File: config.mk
export PLATFORM = sky130hd
export DESIGN_NAME = hazard_ctrl
export DESIGN_NICKNAME = d
export VERILOG_FILES = /design/src/rtl/hazard_pkg.sv /design/src/rtl/hazard_fwd_sel.sv /design/src/rtl/hazard_ctrl.sv
export SDC_FILE = /design/constraint.sdc
export NUM_CORES = 1
export LEC_CHECK = 0
export CORE_MARGIN = 10
export CORE_UTILIZATION = 43
export DETAILED_ROUTE_END_ITERATION = 10
export PLACE_DENSITY = 0.76
export SYNTH_ARGS = -nofsm -noshare
export SYNTH_HDL_FRONTEND = slang
export SYNTH_HIERARCHICAL = 1
export SYNTH_SLANG_ARGS = --single-unit
File: constraint.sdc
create_clock -name clk -period 1.45 [get_ports clk]
set_clock_uncertainty 0.15 [all_clocks]
set_input_delay 0.2175 -clock clk [delete_from_list [all_inputs] [get_ports clk]]
set_output_delay 0.2175 -clock clk [all_outputs]
set_load 0.02 [all_outputs]
File: src/rtl/hazard_pkg.sv
// Shared constants and FSM type for the pipeline hazard controller.
// Forward-select encodings, x0 register id, RUN/STALL state enum.
package hazard_pkg;

   localparam logic [1:0] FWD_RF = 2'b00;
   localparam logic [1:0] FWD_W  = 2'b01;
   localparam logic [1:0] FWD_M  = 2'b10;

   localparam logic [4:0] REG_X0 = 5'd0;

   typedef enum logic {
      RUN   = 1'b0,
      STALL = 1'b1
   } state_t;

endpackage

File: src/rtl/hazard_fwd_sel.sv
// Combinational forward-select for one E-stage ALU operand.
// Ports: rs (source reg), rd_m/reg_write_m, rd_w/reg_write_w in; sel out.
module hazard_fwd_sel
   import hazard_pkg::*;
(
   input  logic [4:0] rs,
   input  logic [4:0] rd_m,
   input  logic       reg_write_m,
   input  logic [4:0] rd_w,
   input  logic       reg_write_w,
   output logic [1:0] sel
);

   always_comb begin
      sel = FWD_RF;
      if (reg_write_m && rd_m != REG_X0 && rd_m == rs)
         sel = FWD_M;
      else if (reg_write_w && rd_w != REG_X0 && rd_w == rs)
         sel = FWD_W;
   end

endmodule

File: src/rtl/hazard_ctrl.sv
// Hazard controller: forwarding, load-use stalls, branch flushes.
// Ports: clk, rst, D/E regs, PCSrcE in; ForwardA/BE, StallF/D, FlushD/E out;
// with HAZARD_PERF_CNT_EN defined also stall_cnt/flush_cnt counters.
module hazard_ctrl
   import hazard_pkg::*;
#(
   parameter int LOAD_LAT = 1,
   parameter int CNT_W    = 32
) (
   input  logic       clk,
   input  logic       rst,
   input  logic [4:0] Rs1D,
   input  logic [4:0] Rs2D,
   input  logic [4:0] Rs1E,
   input  logic [4:0] Rs2E,
   input  logic [4:0] RdE,
   input  logic       RegWriteE,
   input  logic       ResultSrcE,
   input  logic       PCSrcE,
   output logic [1:0] ForwardAE,
   output logic [1:0] ForwardBE,
   output logic       StallF,
   output logic       StallD,
   output logic       FlushD,
   output logic       FlushE
`ifdef HAZARD_PERF_CNT_EN
   ,
   output logic [CNT_W-1:0] stall_cnt,
   output logic [CNT_W-1:0] flush_cnt
`endif
);

   logic [4:0] rd_m, rd_w;
   logic       reg_write_m, reg_write_w;
   logic       lw_hz;
   state_t     state, state_n;
   logic [2:0] cnt, cnt_n;

   // E always advances, so the shadow pipe shifts every cycle
   always_ff @(posedge clk) begin
      if (rst) begin
         rd_m        <= REG_X0;
         rd_w        <= REG_X0;
         reg_write_m <= 1'b0;
         reg_write_w <= 1'b0;
      end else begin
         rd_m        <= RdE;
         reg_write_m <= RegWriteE;
         rd_w        <= rd_m;
         reg_write_w <= reg_write_m;
      end
   end

   hazard_fwd_sel u_fwd_a (
      .rs          (Rs1E),
      .rd_m        (rd_m),
      .reg_write_m (reg_write_m),
      .rd_w        (rd_w),
      .reg_write_w (reg_write_w),
      .sel         (ForwardAE)
   );

   hazard_fwd_sel u_fwd_b (
      .rs          (Rs2E),
      .rd_m        (rd_m),
      .reg_write_m (reg_write_m),
      .rd_w        (rd_w),
      .reg_write_w (reg_write_w),
      .sel         (ForwardBE)
   );

   assign lw_hz = ResultSrcE && RegWriteE && RdE != REG_X0 &&
                  (RdE == Rs1D || RdE == Rs2D);

   always_ff @(posedge clk) begin
      if (rst) begin
         state <= RUN;
         cnt   <= 3'd0;
      end else begin
         state <= state_n;
         cnt   <= cnt_n;
      end
   end

   // The first stall cycle is spent in RUN, so STALL covers LOAD_LAT-1
   always_comb begin
      state_n = state;
      cnt_n   = cnt;
      unique case (state)
         RUN: begin
            if (!PCSrcE && lw_hz && LOAD_LAT > 1) begin
               state_n = STALL;
               cnt_n   = 3'(LOAD_LAT - 1);
            end
         end
         STALL: begin
            if (PCSrcE) begin
               state_n = RUN;
               cnt_n   = 3'd0;
            end else begin
               cnt_n = cnt - 3'd1;
               if (cnt == 3'd1)
                  state_n = RUN;
            end
         end
      endcase
   end

   always_comb begin
      StallF = 1'b0;
      StallD = 1'b0;
      FlushD = 1'b0;
      FlushE = 1'b0;
      if (PCSrcE) begin
         FlushD = 1'b1;
         FlushE = 1'b1;
      end else begin
         unique case (state)
            RUN: begin
               StallF = lw_hz;
               StallD = lw_hz;
               FlushE = lw_hz;
            end
            STALL: begin
               StallF = 1'b1;
               StallD = 1'b1;
               FlushE = 1'b1;
            end
         endcase
      end
   end

`ifdef HAZARD_PERF_CNT_EN
   always_ff @(posedge clk) begin
      if (rst) begin
         stall_cnt <= '0;
         flush_cnt <= '0;
      end else begin
         if (StallF)
            stall_cnt <= stall_cnt + 1'b1;
         if (FlushD)
            flush_cnt <= flush_cnt + 1'b1;
      end
   end
`endif

endmodule

==> reports/results.txt <==
Of all nets on the critical path, the largest fanout is 5. Clock-pin slew was measured on the worst setup and hold paths at 0.09 ns. The tools report the synthesized net count as 141. After the first detailed-routing iteration, the DRC count stood at 25.

The post-synthesis instance area came out at 968 um2. The worst flop-to-flop path endpoint is cnt[1]. For this design, the CTS-stage hold fixing added 0 buffers. The worst hold path endpoint was rd_m[4]. The minimum period implied by the final worst setup slack was 1.83 ns. The number of standard cells in the final layout excluding fillers was 184. The first global-routing pass estimated 4600 um of wire. The final reports fail on setup timing. For the sequential share of the synthesized area, the log shows 33.1%.

The logs give 0 for the number of antenna violations at the first check in global routing and 1 for the depth of the CTS H-tree. Setup violations remaining at the end of the flow were counted as 7. The die is 67.5 um tall. The minimum setup slack in the final design was -0.384 ns; the floorplan row count was 17.

The initial core utilization is 44.6%. Dividing the detail-routed via count by the number of cells gives 5.07. The final layout net count is 190. The logs give 2170 um2 for the area of the placeable core and 6 for the warning count from the yosys run.

The I/O pin total came out at 38. For this block, the via count after detailed routing is 933. Cells with a size suffix above 1 make up 39.1% of the layout. Number of failing hold endpoints at the final stage: 0. The source of the worst register-to-register timing path was cnt[0]. The area added between synthesis and finish is 64.2%. The worst-case IR drop observed on VDD is 442 uV.

The first detailed-routing pass ran for 4 iterations. The total number of clock tree sinks was 16. Setup repair after global routing could not meet its margin everywhere.

Summed over all layers, the routed wires come to 2670 um. Entering global routing, the biggest net connects 17 pins. The total of flip-flops plus latches after synthesis came out at 16. After layout, the worst path uses 127% of the clock period. The floorplan step defined a die boundary enclosing 4550 um2.

Measured in cells, the most critical reg-to-reg path has a length of 4. The actual slew at the worst max-slew pin is 0.308 ns. Headroom to the max-slew limit came out at 79.4%. The worst setup path is of the register to primary output kind. The final weighted congestion in routability-driven placement came out at 0.802. The run finished, with violations left.

In this run the most critical hold path is launched from RdE[4]. Buffers inserted during clock tree synthesis total 3. Yosys mapped the design onto 26 distinct sky130hd cell types. For the data required time at the worst endpoint, the log shows 1.08 ns.

Setup slack of the worst register-to-register path: 0.28 ns. For this design the static power due to leakage is 0.648 nW. The endpoint class of the critical path was a primary output. Global routing used 12.6% of the available tracks across all layers. Synthesis produced a netlist whose cell count is 109. The via count of the first global-routing pass was 1077. Dividing the synthesized area by the synthesized cell count gives 8.88 um2.

The insertion delay to the later sink of the worst-skew pair was 0.27 ns; the count of antenna-violating nets left after detailed routing was 0. The antenna diode count was 0. Once detailed placement completed, the half-perimeter wirelength came to 2140 um.

The data arrival time of the worst path was 1.47 ns; the setup total negative slack was -1.56 ns. The run gives 0 as the max-cap violation count. In this run the horizontal extent of the chip is 67.5 um.

No sink is reached through more buffers than the 2 on the longest clock path. Clock root buffer: sky130_fd_sc_hd__clkbuf_4. After detailed routing, the number of remaining DRC violations is 0. The post-layout utilization of the core was 73.3%. The worst setup path is launched from a register.

The post-CTS repair timing setup buffer count was 0; the number of slew-limit violations in the final report was 0. The detail-routed net length per standard cell came out at 14.5 um. Along the worst hold path, the cell count comes to 2. Fmax: 545 MHz.

Worst hold-check path type: primary input to register. Counting tap cells, the placed design contains a total of 181 instances. TritonCTS built the clock tree.

The leftover overflow at the end of global routing was 0; the port buffer count was 37. In this run the power density over the cells is 607 nW/um2.
flip-flops by register name, indices dropped and copies added (netlist names):
register,count
rd_w,5
rd_m,5
reg_write_w,1
state,1
reg_write_m,1
cnt,3
through the flow:
| step | total power, mW | hold WS [ns] | area [um2] | setup WS (ns) |
|---|---|---|---|---|
| after detailed placement | 0.753 | 0.345 | 1500 | -0.978 |
| after global routing | 1.03 | 0.0310 | 1590 | -0.477 |
| final | 0.965 | 0.0214 | 1590 | -0.384 |
| after global placement | 0.748 | 0.342 | 1500 | -1.02 |
| after CTS | 0.957 | 0.0193 | 1530 | -0.393 |
| after floorplan | 0.604 | 0.132 | 1030 | -0.0362 |
power by group:
| group | switching, mW | internal [mW] |
|---|---|---|
| clock | 0.122 | 0.0961 |
| combinational | 0.121 | 0.146 |
| sequential | 0.0264 | 0.453 |
| total | 0.270 | 0.695 |
critical path, stage by stage (launching register included):
cell and delay [ns]:
sky130_fd_sc_hd__dfxtp_4 0.39, sky130_fd_sc_hd__o41ai_4 0.40, sky130_fd_sc_hd__a211oi_4 0.13, sky130_fd_sc_hd__nor3_4 0.14
sky130_fd_sc_hd__buf_6 0.14
worst max-delay path by stage:
stage	startpoint	end	slack (ns)
floorplan	rd_m[3]	ForwardAE[0]	-0.04
finish	rd_m[0]	ForwardAE[0]	-0.38
global route	rd_w[0]	ForwardBE[0]	-0.48
detailed placement	Rs1E[1]	ForwardAE[0]	-0.98
CTS	rd_m[0]	ForwardAE[0]	-0.39
global placement	Rs2E[1]	ForwardBE[0]	-1.02
metal layers:
layer / track usage, % / vias to the layer above / part of all wire (%)
met2: 22.9 / 48 / 47
met1: 13.1 / 418 / 42
li1: - / 465 / -
met4: 4.62 / 0 / 0.71
met5: 0 / - / 0
met3: 4.30 / 2 / 9.9
cells in the final DEF, fill, tap and decap left out, types with 4 or more instances in the layout:
master                            synthesis  layout
sky130_fd_sc_hd__xor2_1                  16      14
sky130_fd_sc_hd__xnor2_1                 10       6
sky130_fd_sc_hd__buf_6                    0       8
sky130_fd_sc_hd__clkdlybuf4s15_1          0       5
sky130_fd_sc_hd__nor2b_1                 13      13
sky130_fd_sc_hd__buf_2                    0       7
sky130_fd_sc_hd__nand3_1                  5       4
sky130_fd_sc_hd__xnor2_2                  0       4
sky130_fd_sc_hd__nand2_1                  5       4
sky130_fd_sc_hd__buf_4                    2      10
sky130_fd_sc_hd__dlygate4sd2_1            0      12
sky130_fd_sc_hd__nor3_1                   8       6
sky130_fd_sc_hd__dfxtp_1                 16       9
sky130_fd_sc_hd__nor2_1                   9       7
sky130_fd_sc_hd__dfxtp_4                  0       4
cell families after synthesis:
kind of cell	synth area share [%]
simple gates	26.2
xor+xnor	23.5
flops	33.1
compound gates	10.7
buf+inv	2.71
fa+ha+maj	2.58
mux	1.16
layout make-up:
type	instances	area, um2
Tap cell	28	35.0
Sequential cell	16	339
Fill cell	183	579
Multi-Input combinational cell	88	761
Clock buffer	3	22.5
Inverter	2	7.51
Timing Repair Buffer	47	425
synth_stat cells:
master                     count  area share, %
sky130_fd_sc_hd__a211oi_2      2            2.6
sky130_fd_sc_hd__a21oi_1       3            1.5
sky130_fd_sc_hd__a22oi_1       1           0.78
sky130_fd_sc_hd__buf_4         2            1.5
sky130_fd_sc_hd__clkbuf_1      1           0.39
sky130_fd_sc_hd__dfxtp_1      16             33
sky130_fd_sc_hd__ha_1          2            2.6
sky130_fd_sc_hd__inv_1         1           0.39
sky130_fd_sc_hd__inv_2         1           0.39
sky130_fd_sc_hd__mux2_2        1            1.2
sky130_fd_sc_hd__nand2_1       5            1.9
sky130_fd_sc_hd__nand2b_1      1           0.65
sky130_fd_sc_hd__nand3_1       5            2.6
sky130_fd_sc_hd__nand4b_1      1           0.90
sky130_fd_sc_hd__nor2_1        9            3.5
sky130_fd_sc_hd__nor2b_1      13            8.4
sky130_fd_sc_hd__nor3_1        8            4.1
sky130_fd_sc_hd__nor3_2        2            2.1
sky130_fd_sc_hd__nor3b_1       1           0.78
sky130_fd_sc_hd__nor4_1        2            1.3
sky130_fd_sc_hd__o21ai_0       1           0.52
sky130_fd_sc_hd__o21ai_1       2            1.0
sky130_fd_sc_hd__o22a_1        1           0.90
sky130_fd_sc_hd__o41ai_2       2            3.4
sky130_fd_sc_hd__xnor2_1      10            9.0
sky130_fd_sc_hd__xor2_1       16             14
repair_timing:
action                                  CTS  global route
endpoints found under the setup margin    8             7
gates resized for setup                 116            15
endpoints found under the hold margin     0             0
pin swaps                                22            14
No activity file was read; power rests on OpenSTA's default activity.
